### src/rtl/wb_pkg.sv
//------------------------------------------------------------------------------
// Module      : wb_pkg
// Description : Shared constants for the writeback stage (load types, states).
// Revision    : 1.0 - initial release
//------------------------------------------------------------------------------
`default_nettype none

package wb_pkg;

    localparam logic [2:0] LB  = 3'b000;
    localparam logic [2:0] LH  = 3'b001;
    localparam logic [2:0] LW  = 3'b010;
    localparam logic [2:0] LBU = 3'b100;
    localparam logic [2:0] LHU = 3'b101;

    localparam logic [0:0] IDLE      = 1'b0;
    localparam logic [0:0] LOAD_WAIT = 1'b1;

endpackage

`default_nettype wire

### src/rtl/load_extend.sv
//------------------------------------------------------------------------------
// Module      : load_extend
// Description : Selects the addressed byte/half of a load word and extends it.
// Revision    : 1.0 - initial release
//------------------------------------------------------------------------------
`default_nettype none

module load_extend
    import wb_pkg::*;
#(
    parameter int XLEN = 32
) (
    input  logic [2:0]      funct3,
    input  logic [1:0]      addr_lo,
    input  logic [XLEN-1:0] rdata,
    output logic [XLEN-1:0] value
);

    logic [7:0]  w_byte;
    logic [15:0] w_half;

    always_comb begin
        w_byte = rdata[{addr_lo, 3'b000} +: 8];
        // Halfword alignment ignores the low address bit.
        w_half = addr_lo[1] ? rdata[31:16] : rdata[15:0];
        case (funct3)
            LB:      value = {{(XLEN-8){w_byte[7]}}, w_byte};
            LBU:     value = {{(XLEN-8){1'b0}}, w_byte};
            LH:      value = {{(XLEN-16){w_half[15]}}, w_half};
            LHU:     value = {{(XLEN-16){1'b0}}, w_half};
            default: value = rdata;
        endcase
    end

endmodule

`default_nettype wire

### src/rtl/writeback_unit.sv
//------------------------------------------------------------------------------
// Module      : writeback_unit
// Description : Final pipeline stage; owns the register-file write port,
//               tracks outstanding loads and bypasses writes to decode reads.
// Revision    : 1.0 - initial release
//------------------------------------------------------------------------------
`default_nettype none

module writeback_unit
    import wb_pkg::*;
#(
    parameter int XLEN  = 32,
    parameter int REG_W = 5
) (
    input  logic             clk,
    input  logic             rst_n,
    input  logic             ex_valid,
    input  logic             ex_rd_we,
    input  logic [REG_W-1:0] ex_rd,
    input  logic             ex_is_load,
    input  logic [2:0]       ex_funct3,
    input  logic [1:0]       ex_addr_lo,
    input  logic [XLEN-1:0]  ex_result,
    input  logic             mem_rvalid,
    input  logic [XLEN-1:0]  mem_rdata,
    output logic             stall,
    output logic             rf_we,
    output logic [REG_W-1:0] rf_dst_num,
    output logic [XLEN-1:0]  rf_dst_value,
    input  logic [REG_W-1:0] rd1_num,
    input  logic [REG_W-1:0] rd2_num,
    input  logic [XLEN-1:0]  rd1_raw,
    input  logic [XLEN-1:0]  rd2_raw,
    output logic [XLEN-1:0]  rd1_value,
    output logic [XLEN-1:0]  rd2_value
);

    logic [0:0]       r_state;
    logic [REG_W-1:0] r_ld_rd;
    logic             r_ld_we;
    logic [2:0]       r_ld_funct3;
    logic [1:0]       r_ld_addr_lo;
    logic [XLEN-1:0]  w_load_value;
    logic             w_load_writes;
    logic             w_alu_writes;

    load_extend #(
        .XLEN (XLEN)
    ) u_load_extend (
        .funct3  (r_ld_funct3),
        .addr_lo (r_ld_addr_lo),
        .rdata   (mem_rdata),
        .value   (w_load_value)
    );

    assign w_alu_writes  = ex_valid && !ex_is_load && ex_rd_we && (ex_rd != '0);
    assign w_load_writes = r_ld_we && (r_ld_rd != '0);

    always_ff @(posedge clk or negedge rst_n) begin
        if (!rst_n) begin
            r_state      <= IDLE;
            r_ld_rd      <= '0;
            r_ld_we      <= 1'b0;
            r_ld_funct3  <= '0;
            r_ld_addr_lo <= '0;
            rf_we        <= 1'b0;
            rf_dst_num   <= '0;
            rf_dst_value <= '0;
        end else begin
            rf_we <= 1'b0;
            case (r_state)
                IDLE: begin
                    if (ex_valid && ex_is_load) begin
                        r_ld_rd      <= ex_rd;
                        r_ld_we      <= ex_rd_we;
                        r_ld_funct3  <= ex_funct3;
                        r_ld_addr_lo <= ex_addr_lo;
                        r_state      <= LOAD_WAIT;
                    end else if (w_alu_writes) begin
                        rf_we        <= 1'b1;
                        rf_dst_num   <= ex_rd;
                        rf_dst_value <= ex_result;
                    end
                end
                LOAD_WAIT: begin
                    if (mem_rvalid) begin
                        r_state <= IDLE;
                        if (w_load_writes) begin
                            rf_we        <= 1'b1;
                            rf_dst_num   <= r_ld_rd;
                            rf_dst_value <= w_load_value;
                        end
                    end
                end
                default: r_state <= IDLE;
            endcase
        end
    end

    assign stall = (r_state == LOAD_WAIT);

    // x0 is never forwarded so it always reads as the raw (zero) value.
    assign rd1_value = (rf_we && (rd1_num == rf_dst_num) && (rd1_num != '0)) ? rf_dst_value : rd1_raw;
    assign rd2_value = (rf_we && (rd2_num == rf_dst_num) && (rd2_num != '0)) ? rf_dst_value : rd2_raw;

endmodule

`default_nettype wire

### config.mk
export PLATFORM = sky130hd
export DESIGN_NAME = writeback_unit
export DESIGN_NICKNAME = d
export VERILOG_FILES = /design/src/rtl/wb_pkg.sv /design/src/rtl/load_extend.sv /design/src/rtl/writeback_unit.sv
export SDC_FILE = /design/constraint.sdc
export NUM_CORES = 1
export LEC_CHECK = 0
export CAP_MARGIN = 30
export CORE_MARGIN = 2
export CORE_UTILIZATION = 40
export CTS_BUF_LIST = sky130_fd_sc_hd__clkbuf_8
export CTS_CLUSTER_DIAMETER = 120
export DETAILED_ROUTE_END_ITERATION = 10
export PLACE_DENSITY = 0.94
export SYNTH_ARGS = -nofsm -noshare
export SYNTH_HDL_FRONTEND = slang
export SYNTH_SLANG_ARGS = --single-unit
### constraint.sdc
create_clock -name clk -period 4.2 [get_ports clk]
set_input_delay 0.84 -clock clk [delete_from_list [all_inputs] [get_ports clk]]
set_output_delay 0.84 -clock clk [all_outputs]
set_load 0.01 [all_outputs]
==> metrics.csv, run 1 <==
stage,metric,value,unit
outcome,outcome,"complete, no violations",
placed_design,Placed Cells,744,
worst_setup_path,Worst Path Required,3.36,ns
synth,Synth Instances,387,
detailed_routing,first drt pass iteration count,5,
detailed_routing,vias per cell,5.728,
timing,clk_skew,0.01074,ns
final_layout,Layout area overhead,71.35,%
min_path,Worst Hold Class,in -> async,
final_layout,# diodes,0,
die,initial core utilization,41.48,%
clocking,CTS Hold Bufs,0,
die,Std-Cell Rows,35,
clocking,Clock Latency Late Sink,0.30,ns
synth,async set or reset register ratio after synthesis,100.0,%
power_and_ir_drop,VDD IR max,0.2171,mV
clocking,Root Driver,clkbuf_8,
clocking,H-tree depth,2,
power_and_ir_drop,Comb power frac,50.4,%
timing,# setup viols final,0,
timing,final period utilization,92.99,%
detailed_routing,WL/cell,20.72,um
power_and_ir_drop,Pint,1479,uW
synth,synth warn,0,
detailed_routing,drt drc,0,
worst_setup_path,Critical Path Fanout Max,30,
final_layout,# nets final,776,
final_layout,fillers,708,
synth,largest cells by area after synthesis,"dfrtp_1 32%, mux2_2 23%, a221oi_1 5.2%",
grt,initial antenna violation count,0,
grt,vias in the first global route,4342,
detailed_routing,DRT iter0 DRCs,281,
clocking,Resized Gates After CTS,0,
synth,post-synth net total,541,
synth,Synth Cell Area,3851,um2
die,Die W,102.1,um
synth,Syn Area/Cell,9.951,um2
power_and_ir_drop,Clock power frac,11.9,%
power_and_ir_drop,P_leak,0.002576,uW
synth,"EDFF count, synth",0,
grt,total congestion overflow,0,
grt,All-Layer GR Usage,28.76,%
detailed_routing,DRT antenna net count,0,
final_layout,"Cell Count, Final, Fillers Out",751,
placed_design,Worst Setup Slack post-DPL,0.3175,ns
grt,grt met1 use,33.65,%
power_and_ir_drop,Power Total,2364,uW
detailed_routing,Vias,4302,
timing,Sum Neg Setup Slack,0,ns
clocking,Num Clock Sinks,50,
clocking,Post-CTS Setup Inserts,0,
synth,Yosys top cell by area,dfrtp_1,
timing,max frequency,256.0,MHz
timing,RSZ-0062 raised after global routing,false,
timing,final slew viol count,0,
timing,Slew @ Worst Pin,0.9956,ns
detailed_routing,Routed WL,15.56,mm
clocking,"Reg clk slew, reported paths",0.10,ns
grt,gr busiest metal,met2,
die,die height,102.1,um
synth,Synth top area share,32.49,%
power_and_ir_drop,Switching Share,37.43,%
timing,worst setup margin,0.2943,ns
final_layout,share of cells above drive strength 1,17.68,%
worst_setup_path,Worst Path Arrival,3.07,ns
worst_setup_path,CP endpoint kind,output port,
clocking,CTS tree,yes,
clocking,number of clock buffers inserted by TritonCTS,5,
worst_setup_path,Critical Path Source Type,primary input,
grt,largest net degree at the start of global routing,41,
placed_design,port bufs,256,
power_and_ir_drop,Switch Pwr,884.9,uW
die,I/O pin count,257,
timing,"Hold Vio Cnt, Final",0,
synth,sequential area share after synthesis,32.49,%
placed_design,placer congestion estimate,0.8597,
worst_setup_path,crit path kind,in -> out,
power_and_ir_drop,sequential share of power,37.7,%
clocking,clk buf depth,2,
run,max-cap violations,0,
grt,global-route wire length before repair,23.28,mm
power_and_ir_drop,PwrDens,358.3,nW/um2
die,area of the core,9284,um2
grt,GR Util met2,52.48,%
grt,met3 GRT Util,6.772,%
synth,register bit count reported by yosys,50,
synth,Synth Flop Type,dfrtp_1,
timing,Max-Slew Margin vs Limit,33.63,%
timing,fin crit period,3.906,ns
die,Die Area,10430,um2
timing,Hold Slack,0.5238,ns
synth,Netlist cell types,51,
placed_design,hpwl dp,12.24,mm
[synth_stat cells, types with 3 or more instances]
| cell type | number |
|---|---|
| nor2b_1 | 6 |
| dfrtp_1 | 50 |
| o311ai_0 | 3 |
| buf_2 | 11 |
| mux2_4 | 3 |
| a22oi_1 | 5 |
| nor3b_1 | 3 |
| nand2_1 | 7 |
| a32oi_1 | 3 |
| mux2i_1 | 16 |
| a2bb2oi_1 | 5 |
| clkbuf_1 | 22 |
| o21ai_1 | 5 |
| nor2_1 | 25 |
| mux2_2 | 77 |
| o21ai_0 | 5 |
| nand2b_1 | 4 |
| a221oi_1 | 23 |
| buf_4 | 3 |
| a211oi_1 | 6 |
| nor3_1 | 8 |
| inv_1 | 12 |
| o221ai_1 | 4 |
| nand3_1 | 23 |
| o31ai_1 | 17 |
| or2_2 | 4 |
| a31oi_1 | 3 |
| xor2_1 | 6 |
[power by group through the flow]
stage	combinational (uW)	sequential (uW)	clock, uW
3_3_place_gp	1150	880	0
6_report	1190	892	281
5_1_grt	1280	920	308
4_1_cts	1190	890	288
3_5_place_dp	1190	898	0
2_1_floorplan	518	868	0
[layout make-up]
type / instances / area, um2 / area share, %
clock buffers: 6 / 82.58 / 1.251
clock inverters: 1 / 3.754 / 0.05688
inverters: 13 / 48.80 / 0.7395
well taps: 129 / 161.4 / 2.446
flip-flops and latches: 50 / 1252 / 18.98
repair buffers: 265 / 2663 / 40.35
multi-input cells: 287 / 2387 / 36.18
[state kept, by name, summed over array words and instances (netlist names)]
register	count
rf_dst_num	5
stall	1
rf_dst_value	32
rf_we	1
r_ld_funct3	3
r_ld_we	1
r_ld_rd	5
r_ld_addr_lo	2
[cell usage in the layout (no fill, tap or decap), types with 2 or more instances in the layout]
| cell type | instances |
|---|---|
| mux2i_1 | 16 |
| and4_1 | 2 |
| a21oi_1 | 2 |
| a2bb2oi_1 | 5 |
| mux4_2 | 2 |
| nand3_1 | 23 |
| inv_1 | 13 |
| a31oi_1 | 3 |
| nand2_1 | 7 |
| clkbuf_8 | 6 |
| a22oi_1 | 5 |
| a221oi_1 | 23 |
| buf_12 | 3 |
| nand2b_1 | 4 |
| nor2b_1 | 6 |
| nor3b_1 | 3 |
| xor2_1 | 6 |
| nor2_1 | 25 |
| mux2_2 | 77 |
| a32oi_1 | 3 |
| a211oi_1 | 6 |
| o21ai_1 | 5 |
| nor3_1 | 8 |
| mux2_4 | 3 |
| or2_2 | 4 |
| dfrtp_1 | 49 |
| xnor2_1 | 2 |
| o31ai_1 | 17 |
| o21ai_0 | 5 |
| clkdlybuf4s50_1 | 255 |
| o221ai_1 | 4 |
| buf_4 | 6 |
| o311ai_0 | 3 |
| nor4_1 | 2 |
[critical path: stages]
cell	delay, ns
clkdlybuf4s50_1	0.42
or2_2	0.28
o21ai_0	0.14
and4_1	0.29
buf_12	0.22
mux2_1	0.35
clkdlybuf4s50_1	0.49
[cells by family after synthesis]
| kind of cell | count (synthesis) | share of synthesized area [%] |
|---|---|---|
| and+or+nand+nor | 92 | 12.51 |
| xor gates and xnor gates | 8 | 1.819 |
| DFF | 50 | 32.49 |
| buffers and inverters | 50 | 5.523 |
| muxes | 99 | 29.30 |
| AOI/OAI and AO/OA | 88 | 18.36 |
[metal layers]
metal  wire, um  share of wire, %
met4        401               2.6
met3       1381               8.9
met2       8178                53
met5          0                 0
met1       5596                36
[through the flow]
step,cell area [um2],util (%)
floorplan,3851,-
detailed placement,6513,70.15
CTS,6599,71.08
global route,6599,71.08
finish,6599,71.08
global placement,6492,69.93
[final timing paths]
kind	startpoint	to	slack [ns]	cells past startpoint
worst min register to register	r_ld_rd[0]	r_ld_rd[0]	0.56	1
max in group asynchronous	rst_n	stall	3.11	2
min in group clk	r_ld_rd[0]	r_ld_rd[0]	0.56	1
worst max-delay path	rd1_num[4]	rd1_value[2]	0.29	7
worst max register to register	r_ld_rd[1]	rf_dst_value[29]	1.39	5
worst min-delay path	rst_n	rf_dst_value[1]	0.52	1
No activity file was read; power rests on OpenSTA's default activity.
==> run 2: changes to the inputs <==
--- a/config.mk
+++ b/config.mk
@@ -11,6 +11,7 @@
 export CTS_BUF_LIST = sky130_fd_sc_hd__clkbuf_8
 export CTS_CLUSTER_DIAMETER = 120
 export DETAILED_ROUTE_END_ITERATION = 10
+export MAX_ROUTING_LAYER = met4
 export PLACE_DENSITY = 0.94
 export SYNTH_ARGS = -nofsm -noshare
 export SYNTH_HDL_FRONTEND = slang
==> run 2 against run 1 <==
Compared with the run above: cell count is the same; fmax shrank 0.44%; non-clock buffer count is the same; clock skew grew 0.0051 ns; hold slack lost 0.0051 ns; critical endpoint unchanged; largest cell class unchanged; largest power group unchanged.
==> metrics.csv, run 2 (same netlist as run 1, synthesis figures left out) <==
stage,metric,value,unit,change
clocking,"Reg clk slew, reported paths",0.10,ns,about the same
grt,largest net degree at the start of global routing,41,,unchanged
clocking,CTS tree,yes,,
timing,final period utilization,93.41,%,+0.41 points
grt,global-route wire length before repair,23.27,mm,about the same
timing,max frequency,254.9,MHz,-0.44%
final_layout,Largest register FFs,32,,unchanged
detailed_routing,vias per cell,5.732,,about the same
placed_design,placer congestion estimate,0.8735,,+1.6%
grt,total congestion overflow,0,,unchanged
die,die height,102.1,um,unchanged
worst_setup_path,crit path kind,in -> out,,
final_layout,# nets final,776,,unchanged
clocking,clk buf depth,2,,unchanged
worst_setup_path,Critical Path Fanout Max,30,,unchanged
placed_design,port bufs,256,,unchanged
placed_design,hpwl dp,12.24,mm,unchanged
timing,# setup viols final,0,,unchanged
die,Std-Cell Rows,35,,unchanged
power_and_ir_drop,PwrDens,358.7,nW/um2,+0.11%
final_layout,fin area,6599,um2,unchanged
die,I/O pin count,257,,unchanged
clocking,Resized Gates After CTS,0,,unchanged
grt,All-Layer GR Usage,29.61,%,+0.86 points
detailed_routing,DRT antenna net count,0,,unchanged
detailed_routing,WL/cell,20.72,um,about the same
run,max-cap violations,0,,unchanged
final_layout,# diodes,0,,unchanged
grt,vias in the first global route,4348,,+0.14%
power_and_ir_drop,Power Total,2367,uW,+0.11%
worst_setup_path,Worst Path Arrival,3.08,ns,about the same
placed_design,Worst Setup Slack post-DPL,0.3175,ns,unchanged
detailed_routing,Vias,4305,,+0.070%
worst_setup_path,CP endpoint kind,output port,,
clocking,CTS Hold Bufs,0,,unchanged
timing,Slew @ Worst Pin,0.9873,ns,-0.008316 ns
detailed_routing,first drt pass iteration count,4,,-1
die,initial core utilization,41.48,%,unchanged
clocking,number of clock buffers inserted by TritonCTS,5,,unchanged
timing,final slew viol count,0,,unchanged
clocking,Post-CTS Setup Inserts,0,,unchanged
outcome,outcome,"complete, no violations",,
timing,clk_skew,0.01583,ns,+0.005091 ns
power_and_ir_drop,P_leak,0.002576,uW,unchanged
detailed_routing,drt drc,0,,unchanged
die,area of the core,9284,um2,unchanged
final_layout,fillers,708,,unchanged
grt,initial antenna violation count,0,,unchanged
detailed_routing,DRT iter0 DRCs,254,,-9.6%
worst_setup_path,Critical Path Source Type,primary input,,
min_path,Worst Hold Class,in -> async,,
power_and_ir_drop,VDD IR max,0.2176,mV,+0.22%
final_layout,share of cells above drive strength 1,17.68,%,unchanged
die,Die Area,10430,um2,unchanged
clocking,Num Clock Sinks,50,,unchanged
detailed_routing,Routed WL,15.56,mm,about the same
placed_design,dpl cell area,6513,um2,unchanged
worst_setup_path,Worst Path Required,3.36,ns,about the same
clocking,Root Driver,clkbuf_8,,
timing,RSZ-0062 raised after global routing,false,,
timing,fin crit period,3.923,ns,+0.01738 ns
final_layout,Reg with most FFs,rf_dst_value,,
clocking,H-tree depth,2,,unchanged
final_layout,most frequent cells in the layout,"255 x clkdlybuf4s50_1, 77 x mux2_2, 49 x dfrtp_1, 25 x nor2_1",,
timing,Max-Slew Margin vs Limit,34.18,%,+0.55 points
clocking,Clock Latency Late Sink,0.30,ns,about the same
timing,"Hold Vio Cnt, Final",0,,unchanged
die,Die W,102.1,um,unchanged
timing,Sum Neg Setup Slack,0,ns,unchanged
final_layout,top flop regs,"rf_dst_value x32, r_ld_rd x5, rf_dst_num x5",,
timing,worst setup margin,0.2769,ns,-0.01738 ns
final_layout,"commonest non-fill, non-tap cell in the layout",clkdlybuf4s50_1,,
final_layout,Layout area overhead,71.35,%,unchanged
[run 2: cell counts in the layout (fill, tap and decap cells not counted)]
Identical to the previous run, type by type.
[run 2: cell type report]
type	instances	area, um2	area share (%)
clock buffer	6	82.58	1.251
clock inverter	1	3.754	0.05688
inverter	13	48.80	0.7395
multi-input combinational	287	2387	36.18
sequential	50	1252	18.98
tap	129	161.4	2.446
timing repair buffer	265	2663	40.35
[run 2: worst paths after layout]
| check | from | end | slack (ns) | depth (start not counted) |
|---|---|---|---|---|
| min in group clk | r_ld_rd[0] | r_ld_rd[0] | 0.56 | 1 |
| hold / removal | rst_n | rf_dst_value[1] | 0.52 | 1 |
| max in group asynchronous | rst_n | stall | 3.11 | 2 |
| setup reg to reg | r_ld_rd[1] | rf_dst_value[29] | 1.39 | 5 |
| hold reg to reg | r_ld_rd[0] | r_ld_rd[0] | 0.56 | 1 |
| setup / recovery | rd1_num[4] | rd1_value[2] | 0.28 | 7 |
[run 2: worst max-delay path: stages]
cell and delay, ns:
clkdlybuf4s50_1 0.42, or2_2 0.28, o21ai_0 0.16, and4_1 0.29, buf_12 0.22, mux2_1 0.35
clkdlybuf4s50_1 0.50
[run 2: per-layer routing]
| layer | vias up | global-route usage, % | share of wire (%) |
|---|---|---|---|
| met5 | - | - | 0 |
| met1 | 2112 | 34.16 | 37 |
| li1 | 1945 | - | - |
| met2 | 216 | 52.33 | 53 |
| met3 | 32 | 6.019 | 8.0 |
| met4 | 0 | 8.103 | 2.4 |
[run 2: power by group]
part / internal [uW] / total (uW) / switching, uW
registers: 649 / 893 / 244
clock network: 129 / 283 / 155
logic: 701 / 1190 / 489
total: 1480 / 2370 / 888
[run 2: stage by stage]
stage          util [%]  instances  hold slack [ns]
3_3_place_gp      69.93        743           0.5125
3_5_place_dp      70.15        744           0.5417
2_1_floorplan         -        387           0.5027
6_report          71.08        751           0.5187
4_1_cts           71.08        751           0.5312
5_1_grt           71.08        751           0.5568
